$ cat src/rtl/int_ctrl18_if.sv
// Port bus between Core18 and int_ctrl18.
// Core drives strobes/address/data; the block returns read data and select.
interface int_ctrl18_if;
  logic        PORT_WR;
  logic        PORT_RD;
  logic [17:0] ADRS;
  logic [17:0] DATAOUT;
  logic [17:0] RD_DATA;
  logic        RD_SEL;

  modport master (
    output PORT_WR, PORT_RD, ADRS, DATAOUT,
    input  RD_DATA, RD_SEL
  );

  modport slave (
    input  PORT_WR, PORT_RD, ADRS, DATAOUT,
    output RD_DATA, RD_SEL
  );
endinterface

$ cat src/rtl/int_ctrl18.sv
// Prioritised 15-source interrupt controller for Core18.
// Sync, edge/level pending, mask, and a port-bus register window.
module int_ctrl18 #(
  parameter logic [17:0] BASE_ADRS   = 18'o000020,
  parameter int          SYNC_STAGES = 2
) (
  input  logic        CLK,
  input  logic        RESET,
  input  logic [15:1] IRQ,
  input  logic        INT_ACK,
  output logic [3:0]  VECTOR,
  int_ctrl18_if.slave bus
);

  logic [15:0] sync_q [SYNC_STAGES];
  logic [15:0] s;
  logic [15:0] prev_q;
  logic [15:0] mask_q;
  logic [15:0] pend_q;
  logic [15:0] trig_q;
  logic [15:0] mask_d;
  logic [15:0] pend_d;
  logic [15:0] trig_d;
  logic [15:0] wdata;
  logic [15:0] set_v;
  logic [15:0] clr_v;
  logic [15:0] ack_v;
  logic [17:0] off;
  logic        in_win;
  logic [4:0]  sel;
  logic [4:0]  wsel;
  logic        rd_sel;
  logic [17:0] rd_data;
  logic        unused_bits;

  function automatic logic [3:0] encode(
    input logic [15:0] v
  );
    encode = '0;
    for (int i = 1; i < 16; i++)
      if (v[i]) encode = 4'(i);
  endfunction

  // addresses below BASE wrap to a large offset
  assign off    = bus.ADRS - BASE_ADRS;
  assign in_win = off < 18'd5;
  assign wdata  = {bus.DATAOUT[15:1], 1'b0};
  assign s      = sync_q[SYNC_STAGES-1];

  assign unused_bits = ^{bus.DATAOUT[17:16],
                         bus.DATAOUT[0]};

  always_comb begin
    sel = '0;
    for (int k = 0; k < 5; k++)
      sel[k] = in_win && (off[2:0] == 3'(k));
  end

  assign wsel = bus.PORT_WR ? sel : 5'b0;

  always_comb begin
    ack_v = '0;
    if (INT_ACK && VECTOR != 4'd0)
      ack_v[VECTOR] = 1'b1;
  end

  assign mask_d = wsel[0] ? wdata : mask_q;
  assign trig_d = wsel[2] ? wdata : trig_q;
  assign set_v  = (s & ~prev_q)
                | (wsel[4] ? wdata : 16'h0);
  assign clr_v  = (wsel[1] ? wdata : 16'h0)
                | ack_v;

  // set beats clear; level bits just follow s
  assign pend_d =
      (trig_q & (set_v | (pend_q & ~clr_v)))
    | (~trig_q & s);

  always_ff @(posedge CLK) begin
    if (RESET) begin
      for (int k = 0; k < SYNC_STAGES; k++)
        sync_q[k] <= '0;
      prev_q <= '0;
      mask_q <= '0;
      pend_q <= '0;
      trig_q <= 16'hFFFE;
      VECTOR <= '0;
    end else begin
      sync_q[0] <= {IRQ, 1'b0};
      for (int k = 1; k < SYNC_STAGES; k++)
        sync_q[k] <= sync_q[k-1];
      prev_q <= s;
      mask_q <= mask_d;
      pend_q <= pend_d;
      trig_q <= trig_d;
      VECTOR <= encode(pend_d & mask_d);
    end
  end

  always_comb begin
    rd_data = '0;
    rd_sel  = bus.PORT_RD & in_win;
    if (rd_sel) begin
      unique case (1'b1)
        sel[0]:  rd_data = {2'b0, mask_q};
        sel[1]:  rd_data = {2'b0, pend_q};
        sel[2]:  rd_data = {2'b0, trig_q};
        sel[3]:  rd_data = {14'b0, VECTOR};
        default: rd_data = '0;
      endcase
    end
  end

  assign bus.RD_SEL  = rd_sel;
  assign bus.RD_DATA = rd_data;

endmodule

$ cat src/flat_wrapper.sv
// flat-port wrapper written by rule: the top's interface ports become plain ports
module int_ctrl18_flat 
#(
  parameter logic [17:0] BASE_ADRS   = 18'o000020,
  parameter int          SYNC_STAGES = 2
)
  (CLK, RESET, IRQ, INT_ACK, VECTOR, bus_PORT_WR, bus_PORT_RD, bus_ADRS, bus_DATAOUT, bus_RD_DATA, bus_RD_SEL);
  int_ctrl18_if bus_i ();
  input  logic CLK;
  input  logic RESET;
  input  logic [15:1] IRQ;
  input  logic INT_ACK;
  output logic [3:0] VECTOR;
  input wire logic [$bits(bus_i.PORT_WR)-1:0] bus_PORT_WR;
  input wire logic [$bits(bus_i.PORT_RD)-1:0] bus_PORT_RD;
  input wire logic [$bits(bus_i.ADRS)-1:0] bus_ADRS;
  input wire logic [$bits(bus_i.DATAOUT)-1:0] bus_DATAOUT;
  output wire logic [$bits(bus_i.RD_DATA)-1:0] bus_RD_DATA;
  output wire logic [$bits(bus_i.RD_SEL)-1:0] bus_RD_SEL;
  assign bus_i.PORT_WR = bus_PORT_WR;
  assign bus_i.PORT_RD = bus_PORT_RD;
  assign bus_i.ADRS = bus_ADRS;
  assign bus_i.DATAOUT = bus_DATAOUT;
  assign bus_RD_DATA = bus_i.RD_DATA;
  assign bus_RD_SEL = bus_i.RD_SEL;
  int_ctrl18 #(.BASE_ADRS(BASE_ADRS), .SYNC_STAGES(SYNC_STAGES)) u_core (.CLK(CLK), .RESET(RESET), .IRQ(IRQ), .INT_ACK(INT_ACK), .VECTOR(VECTOR), .bus(bus_i));
endmodule
$ cat config.mk
export PLATFORM = sky130hd
export DESIGN_NAME = int_ctrl18_flat
export DESIGN_NICKNAME = d
export VERILOG_FILES = /design/src/rtl/int_ctrl18_if.sv /design/src/rtl/int_ctrl18.sv /design/src/flat_wrapper.sv
export SDC_FILE = /design/constraint.sdc
export NUM_CORES = 1
export LEC_CHECK = 0
export ABC_AREA = 1
export CAP_MARGIN = 20
export CELL_PAD_IN_SITES_DETAIL_PLACEMENT = 1
export CELL_PAD_IN_SITES_GLOBAL_PLACEMENT = 2
export CORE_UTILIZATION = 26
export DETAILED_ROUTE_END_ITERATION = 8
export GPL_ROUTABILITY_DRIVEN = 0
export PLACE_DENSITY_LB_ADDON = 0.1
export SETUP_SLACK_MARGIN = 0.3
export SYNTH_ARGS = -nofsm -noshare
export SYNTH_HDL_FRONTEND = slang
export SYNTH_SLANG_ARGS = --single-unit
$ cat constraint.sdc
create_clock -name CLK -period 2.7 [get_ports CLK]
set_clock_uncertainty 0.1 [all_clocks]
set_input_delay 0.405 -clock CLK [delete_from_list [all_inputs] [get_ports CLK]]
set_output_delay 0.405 -clock CLK [all_outputs]
set_load 0.005 [all_outputs]
== Word-level counts from Yosys, hierarchy flattened ==
Memory sizes are Yosys's and may differ from the RTL's.
Cells that the tools add are included.
Storage, ports and cells
  flip-flop bits (word level): 67
  RAM bits: 32
  bits of input ports: 56
  output and inout port bits: 23
  word-level logic and storage cells: 67
  memories kept: 1
Memories
  u_core.sync_q: depth 2, bits a word 16, read ports 2, clocked after memory_dff 0, write ports 2, line int_ctrl18.sv:15  | logic [15:0] sync_q [SYNC_STAGES];
Cells by class
  add/subtract/negate cells: 1
  magnitude comparators: 3
  equality and inequality tests: 4
  multiplexer cells: 29
  bitwise operators: 15
  reductions and logical operators: 9
Operator list (count)
  $mux 16: 7
  $and 16x16->16: 5
  $or 16x16->16: 4
  $pmux 16 s4: 1
  $not 16->16: 3
  $mux 4: 8
  $lt 18x3->1 const B: 1
  $sub 18x5->18 const B: 1
  $mux 3: 4
  $logic_and 1x1->1: 7
  $eq 3x2->1 const B: 2
  $lt 4x5->1 const B: 1
  $mux 1: 5
  $mux 5: 1
  $demux 1 s4: 1
  $ge 4x1->1 const B: 1
  $mux 2: 2
  $reduce_bool 4->1: 1
  $eq 3x1->1 const B: 1
  $eq 3x3->1 const B: 1
  $logic_not 3->1: 1
  $or 1x1->1: 2
  $and 1x1->1: 1

== Longest topological paths before layout ==
Gate-level depths: netlist of the first run.
  word-level depth: 27
  mapped depth: 28

== Worst setup path after synthesis of the first run ==
OpenSTA, ideal clock, no wires.
  path kind: input to register
  start point: input bus_ADRS[15]
  end point: register u_core.VECTOR[0]
  library setup time: 0.130 ns
  arrival: 2.299 ns
  data required time: 2.470 ns
  setup slack: 0.171 ns
  stages on the path: 19
  path buffers: 1
  cells stage by stage: or2_1 nor2_1 a21oi_1 nor2_4 nand2_4 nor2_4 nand3_2 buf_6 o21ai_0 inv_1 or2_2 nand2_1 nand2_1 nand2_1 nand2_1 nand2_1 nand2_1 nand2_1 a21oi_2
On the way
  longest elaborated chain between the ends: 27
  elaborated cells on any way between the ends: 32
Ends and longest elaborated chain
  start, declared: line flat_wrapper.sv:16  | input wire logic [$bits(bus_i.ADRS)-1:0] bus_ADRS;
  $sub 18x5->18 *: line int_ctrl18.sv:45  | assign off = bus.ADRS - BASE_ADRS;
  $lt 18x3->1 *: line int_ctrl18.sv:46  | assign in_win = off < 18'd5;
  $logic_and 1x1->1: line int_ctrl18.sv:56  | sel[k] = in_win && (off[2:0] == 3'(k));
  $mux 5 *: line int_ctrl18.sv:59  | assign wsel = bus.PORT_WR ? sel : 5'b0;
  $mux 16: line int_ctrl18.sv:71  | assign clr_v = (wsel[1] ? wdata : 16'h0)
  $or 16x16->16: line int_ctrl18.sv:72  | | ack_v;
  $not 16->16: line int_ctrl18.sv:76  | (trig_q & (set_v | (pend_q & ~clr_v)))
  $and 16x16->16: line int_ctrl18.sv:76
  $or 16x16->16: line int_ctrl18.sv:76
  $and 16x16->16: line int_ctrl18.sv:76
  $or 16x16->16: line int_ctrl18.sv:77  | | (~trig_q & s);
  $and 16x16->16 *: line int_ctrl18.sv:96  | VECTOR <= encode(pend_d & mask_d);
  $mux 1: line int_ctrl18.sv:41  | if (v[i]) encode = 4'(i);
  $mux 2 (2 in series): line int_ctrl18.sv:41
  $mux 3 (4 in series): line int_ctrl18.sv:41
  $mux 4 (7 in series): line int_ctrl18.sv:41
  $mux 4 *: line int_ctrl18.sv:41
  end signal, assigned: line int_ctrl18.sv:96
  end, declared: line int_ctrl18.sv:11  | output logic [3:0] VECTOR,
Every way passes the cells marked *; elsewhere a longest branch is shown, timed or not.
A chain may end at the register's enable or synchronous reset.

== Worst setup path after layout of the first run ==
  start point: input bus_ADRS[11]
  end point: output bus_RD_DATA[15]
On the way
  longest elaborated chain between the ends: 5
  elaborated cells on any way between the ends: 9
Ends and longest elaborated chain
  $sub 18x5->18 *: line int_ctrl18.sv:45
  $lt 18x3->1 *: line int_ctrl18.sv:46
  $logic_and 1x1->1: line int_ctrl18.sv:56
  $pmux 16 s4: line int_ctrl18.sv:104  | unique case (1'b1)
  $mux 16 *: line int_ctrl18.sv:103  | if (rd_sel) begin
  end, declared: line flat_wrapper.sv:18  | output wire logic [$bits(bus_i.RD_DATA)-1:0] bus_RD_DATA;
Marks and branches as above.

==> impl_metrics.json, run 1 <==
{
  "status": "complete, no violations",
  "crit_slowest_cell": "buf_6",
  "cts_buffers": 9,
  "vias": 4711,
  "syn2layout_area_growth_pct": 55.6,
  "tightest_slew_ps": 909,
  "hold_viol": 0,
  "reg2reg_from": "u_core.VECTOR[1]",
  "drive_gt1_share_pct": 33.1,
  "cp_cell_sequence": "buf_2 > nor2_2 > nand2_2 > nor2_4 > a21oi_2 > nor2_4 > nand2_4 > buf_4 > buf_6 > buf_6 > nor3_4 > buf_6 > nand2_4 > inv_2 > buf_2",
  "peakVddDrop_uv": 304,
  "grt_pass1_wl_um": 26300,
  "p_total_uw": 3170,
  "pwr_density_cell_mw_per_mm2": 464,
  "rsz0062_at_grt": "yes",
  "synth_area_leaders": "dfxtp_1, nand2_1, inv_1",
  "p_leak_uw": 0.00326,
  "fmax_ghz": 0.371,
  "antenna_found_initial": 0,
  "diodes": 0,
  "crit_path_end": "bus_RD_DATA[15]",
  "die_area_mm2": 0.0174,
  "reg2reg_slack_ps": 310,
  "hp-class": "reg -> reg",
  "core_area_mm2": 0.0165,
  "path_max_fanout": 6,
  "yosysWarnings": 0,
  "finalCritPeriodShare_pct": 99.7,
  "fillers": 2064,
  "cts-root-buf": "clkbuf_16",
  "synth_top_area_cell": "dfxtp_1",
  "final_net_count": 855,
  "fp.dieH_um": 132,
  "wl_um": 16500,
  "report.final.slew_viol_count": 0,
  "arrival_ps": 2190,
  "clock_sinks": 94,
  "syn_avg_cell_area_um2": 6.82,
  "grt_use_total_pct": 19.6,
  "first_pass_iters": 4,
  "die_width_um": 132,
  "crit_start": "bus_ADRS[11]",
  "instances_no_fill": 1024,
  "hpwl_um": 11900,
  "wl_per_cell_um": 16.1,
  "io_buffers": 73,
  "netlist_area_mm2": 0.00438,
  "post-place-ws_ps": -742,
  "start_util_pct": 26.5,
  "cp_num_buf_inv": 7,
  "drt_iter0_drc": 221,
  "crit_path_end_kind": "output port",
  "worstSetupPathType": "in -> out",
  "timing.final.ws_setup_ps": 8.03,
  "crit_required_ps": 2190,
  "num_rows": 47,
  "setup_viol": 0,
  "ctsHoldBuffers": 0,
  "slew_headroom_pct": 39.4,
  "max_stage_delay_ps": 220,
  "ant_nets": 0,
  "grt-ovfl-total": 0,
  "cts_tree": "yes",
  "yosys.area.top_type_share_pct": 42.9,
  "postLayoutCoreUtil_pct": 41.3,
  "grt_max_degree": 80,
  "ys_seq_elements": 94,
  "synth-seq-area-share_pct": 42.9,
  "drv_cap": 0,
  "reg2reg_to": "u_core.VECTOR[0]",
  "path_depth": 15,
  "reg2regPathDepth": 22,
  "grt_pass1_vias": 4905,
  "vias_per_cell": 4.60,
  "final.min_clock_period_ps": 2690,
  "drcViolationCount": 0,
  "cp-start-kind": "input pin",
  "netlist_instances": 643,
  "cpMostUsedCell": "buf_6",
  "cts.htree.levels": 3,
  "clockBufferDepth": 2,
  "critical-path-top-delay-family": "buffers and inverters",
  "clock_latency_ps": 350,
  "io_pins": 79,
  "clk_pin_slew_ps": 70,
  "synthDistinctLibCells": 34,
  "dp_cells": 974
}
[per-stage QoR]
stage          setup TNS (ps)  area [µm²]  hold slack (ps)
2_1_floorplan               0        4420              288
3_3_place_gp           -14760        5790              289
3_5_place_dp           -18270        5790              297
4_1_cts                     0        6440              306
5_1_grt                 -1360        6820              313
6_report                    0        6820              304
[placed cells by master, fill, tap and decap left out, types with 10 or more instances in the layout]
cell type,Yosys,final
inv_1,122,105
nand2_1,133,101
dfxtp_1,94,94
nor2_1,107,92
buf_4,4,70
clkdlybuf4s50_1,0,37
buf_6,3,31
nand2_2,2,28
buf_2,0,23
nand3_1,30,22
o211ai_1,19,19
o21ai_0,31,17
inv_2,0,15
o21ai_1,9,15
nor2_4,2,13
clkbuf_16,0,10
[what timing repair did]
| action | in CTS | in global routing |
|---|---|---|
| pin swaps | 53 | 50 |
| buffers inserted | 23 | 9 |
| gates resized for setup | 222 | 75 |
| cloned | 1 | 1 |
| endpoints found under the hold margin | 0 | 0 |
| endpoints found under the setup margin | 50 | 21 |
[metal layers]
metal  up-vias  wire [µm]  GRT usage [%]
met1      2279       7730           26.1
met4         0        305           5.94
met5         -          0              0
met3        22        573           3.58
met2        86       7870           32.3
li1       2324          -              -
[power breakdown]
part | leakage, µW | switching, µW | internal (µW)
clock | 0.000161 | 597 | 846
sequential | 0.000768 | 16.6 | 1420
combinational | 0.00233 | 155 | 129
[flip-flops by register name, summed over array words and instances, names as in the netlist]
signal         flops
u_core.sync_q     30
u_core.mask_q     15
u_core.trig_q     15
u_core.prev_q     15
u_core.VECTOR      4
u_core.pend_q     15
[how the worst min path moves through the flow]
stage	cells past startpoint	from	slack [ps]	endpoint
finish	2	u_core.sync_q[0][15]	300	u_core.sync_q[0][31]
floorplan	2	u_core.sync_q[0][1]	290	u_core.sync_q[0][17]
CTS	2	u_core.sync_q[0][15]	310	u_core.sync_q[0][31]
global placement	2	u_core.sync_q[0][10]	290	u_core.sync_q[0][26]
global route	2	u_core.sync_q[0][13]	310	u_core.sync_q[0][29]
detailed placement	2	u_core.sync_q[0][15]	300	u_core.sync_q[0][31]
[logic make-up after synthesis]
logic type	synth area share (%)
buffers and inverters	13.4
AOI/OAI and AO/OA	15.1
and+or+nand+nor	28.4
DFF	42.9
other	0.0855
[tightest hold or removal path: stages (launching register included)]
cell	delay (ps)
dfxtp_1	300
inv_1	40
nor2_1	30
[area by class of cell]
cell class	instances	area, µm²	share of cell area, %
timing repair buffer	169	1490	21.9
clock inverter	6	92.6	1.36
inverter	122	463	6.79
sequential	94	1880	27.6
clock buffer	10	239	3.50
tap	220	275	4.03
multi-input combinational	403	2380	34.9
[Yosys cell counts (all sizes together)]
| master | instances |
|---|---|
| nor3 | 4 |
| o21a | 1 |
| nand4 | 4 |
| nor2 | 112 |
| o221ai | 9 |
| a21oi | 11 |
| nand2 | 136 |
| clkbuf | 17 |
| o21ai | 42 |
| o21bai | 1 |
| buf | 8 |
| conb | 1 |
| inv | 122 |
| dfxtp | 94 |
| o211ai | 19 |
| o2111ai | 10 |
| o22ai | 1 |
| a31oi | 4 |
| a21boi | 1 |
| a22oi | 2 |
| a41oi | 1 |
| nand3 | 31 |
| or2 | 12 |
Note: power is estimated with default switching activity, not from simulation.
==> run 2, diff against run 1 <==
PLACE_DENSITY_LB_ADDON = 0.2   (was 0.1)
==> run 2 against run 1 <==
Effect of this change: the flow now finishes with violations (negative setup slack); hold slack lost 0.74 ps; global-route usage is essentially flat; sequential power is essentially flat; core utilization grew 0.76 points; register-to-register slack gained 60 ps; combinational power grew 3%; worst setup slack lost 88 ps; clock power shrank 6%; final cell count grew 0.68%; design area grew 1.9%; critical endpoint is now bus_RD_DATA[12]; largest cell class unchanged.
==> impl_metrics.json, run 2 (synthesis results as in run 1) <==
{
  "grt_max_degree": 80,
  "clockBufferDepth": 2,
  "p_leak_uw": 0.00325,
  "clk_pin_slew_ps": 60,
  "p_comb_share_pct": 9.5,
  "reg2reg_to": "u_core.VECTOR[0]",
  "dr_wl_met2_um": 7870,
  "grt-ovfl-total": 0,
  "core_area_mm2": 0.0165,
  "cts.htree.levels": 3,
  "hp-class": "reg -> reg",
  "post-place-ws_ps": -729,
  "peakVddDrop_uv": 315,
  "slew_headroom_pct": 47.6,
  "final_net_count": 862,
  "ctsHoldBuffers": 0,
  "vias": 4735,
  "drcViolationCount": 0,
  "dr_wl_met3_um": 800,
  "crit_path_end_kind": "output port",
  "hold_viol": 0,
  "clock_sinks": 94,
  "fp.dieH_um": 132,
  "cpMostUsedCell": "nor2_4",
  "reg2reg_from": "u_core.VECTOR[3]",
  "violations": "negative setup slack",
  "report.final.slew_viol_count": 0,
  "final_cell_mix": "inv_1, nand2_1, dfxtp_1",
  "antenna_found_initial": 0,
  "cts-root-buf": "clkbuf_16",
  "syn2layout_area_growth_pct": 58.5,
  "wl_per_cell_um": 15.8,
  "arrival_ps": 2270,
  "tightest_slew_ps": 786,
  "path_max_fanout": 6,
  "die_area_mm2": 0.0174,
  "wl_um": 16300,
  "drv_cap": 0,
  "p_switching_uw": 714,
  "hpwl_um": 11300,
  "fmax_ghz": 0.360,
  "dp_cells": 973,
  "vias_per_cell": 4.59,
  "cts_tree": "yes",
  "drt_iter0_drc": 148,
  "grt_pass1_wl_um": 26500,
  "crit_slowest_cell": "clkdlybuf4s15_1",
  "status": "complete, but fails checks",
  "setup_viol": 6,
  "finalCritPeriodShare_pct": 103,
  "switching_share_pct": 23.1,
  "reg2regPathDepth": 17,
  "crit_required_ps": 2190,
  "die_width_um": 132,
  "final_common_cell": "inv_1",
  "pwr_density_cell_mw_per_mm2": 445,
  "pwr-share-seq_pct": 46.6,
  "final.min_clock_period_ps": 2780,
  "clock_latency_ps": 350,
  "ant_nets": 0,
  "holdPathStages": 2,
  "cp_cell_sequence": "buf_8 > nor2_4 > nand2_2 > nor2_4 > a21oi_2 > nor2_4 > nand2_4 > nor2_4 > buf_6 > buf_4 > buf_6 > buf_8 > buf_6 > nand3_1 > nand3_2 > nand2_1 > inv_1 > clkdlybuf4s15_1",
  "largest_register": "u_core.sync_q",
  "postLayoutCoreUtil_pct": 42.1,
  "num_rows": 47,
  "max_stage_delay_ps": 190,
  "drive_gt1_share_pct": 32.7,
  "cp-start-kind": "input pin",
  "hold_start": "u_core.sync_q[0][5]",
  "start_util_pct": 26.5,
  "grt_use_total_pct": 19.6,
  "largest_reg_flops": 30,
  "wl_met1_um": 7390,
  "first_pass_iters": 5,
  "reg2reg_slack_ps": 370,
  "diodes": 0,
  "min_to": "u_core.sync_q[0][21]",
  "grt_pass1_vias": 5060,
  "instances_no_fill": 1031,
  "io_pins": 79,
  "timing.final.ws_setup_ps": -79.9,
  "rsz0062_at_grt": "yes",
  "cts_buffers": 9,
  "top_layer": "met4",
  "internal_power_uw": 2380,
  "io_buffers": 73,
  "clkPwrFrac_pct": 44.0,
  "worstSetupPathType": "in -> out"
}
## run 2: changes by cell type in the layout (fill, tap and decap cells not counted), sizes merged, moves of 2 or more
cell,previous run,this run
buf,129,133
clkdlybuf4s15,0,4
clkbuf,11,13
inv,124,122
## run 2: what timing repair did
action / 4_1_cts / 5_1_grt
pin swaps: 64 / 44
hold endpoints to repair: 0 / 0
resized for setup: 219 / 64
endpoints found under the setup margin: 37 / 25
setup buffers: 30 / 10
gates cloned: 2 / 0
## run 2: how the worst max path moves through the flow
| stage | from | to | slack, ps | cells past startpoint |
|---|---|---|---|---|
| finish | bus_ADRS[6] | bus_RD_DATA[12] | -80 | 18 |
| global route | bus_ADRS[11] | u_core.VECTOR[0] | -310 | 31 |
| CTS | bus_ADRS[13] | u_core.VECTOR[0] | -70 | 32 |
| detailed placement | bus_ADRS[4] | u_core.VECTOR[1] | -730 | 21 |
| global placement | bus_ADRS[4] | u_core.VECTOR[1] | -730 | 20 |
| floorplan | bus_ADRS[15] | u_core.VECTOR[0] | 200 | 21 |
## run 2: power by group through the flow
stage	clock network (µW)	registers, µW	logic (µW)
floorplan	0	1470	113
detailed placement	0	1470	259
global route	1470	1440	324
global placement	0	1470	253
CTS	1410	1440	276
finish	1360	1440	293
## run 2: final cells by class
type | instances | area, µm²
fill | 2003 | 9580
multi-input combinational | 403 | 2360
sequential | 94 | 1880
timing repair buffer | 176 | 1660
inverter | 122 | 458
clock buffer | 13 | 280
tap | 220 | 275
clock inverter | 3 | 40.0
## run 2: worst max-delay path, delay by kind of cell
family                 cells  cell delay [ps]
AND/OR/NAND/NOR            9              910
AO/OA/AOI/OAI              1               80
buffers and inverters      8              880
## run 2: metrics by stage
step | total power (µW) | TNS (ps) | area (µm²) | hold WS (ps)
global placement | 1720 | -14700 | 5830 | 291
CTS | 3130 | -255 | 6650 | 308
global route | 3240 | -2640 | 6950 | 322
floorplan | 1580 | 0 | 4420 | 288
finish | 3090 | -274 | 6950 | 303
detailed placement | 1730 | -15840 | 5830 | 297
## run 2: metal layers
layer  GRT usage (%)  up-vias
li1                -     2336
met1            25.1     2264
met2            33.8      113
met3            3.58       22
met4            5.30        0
met5               0        -
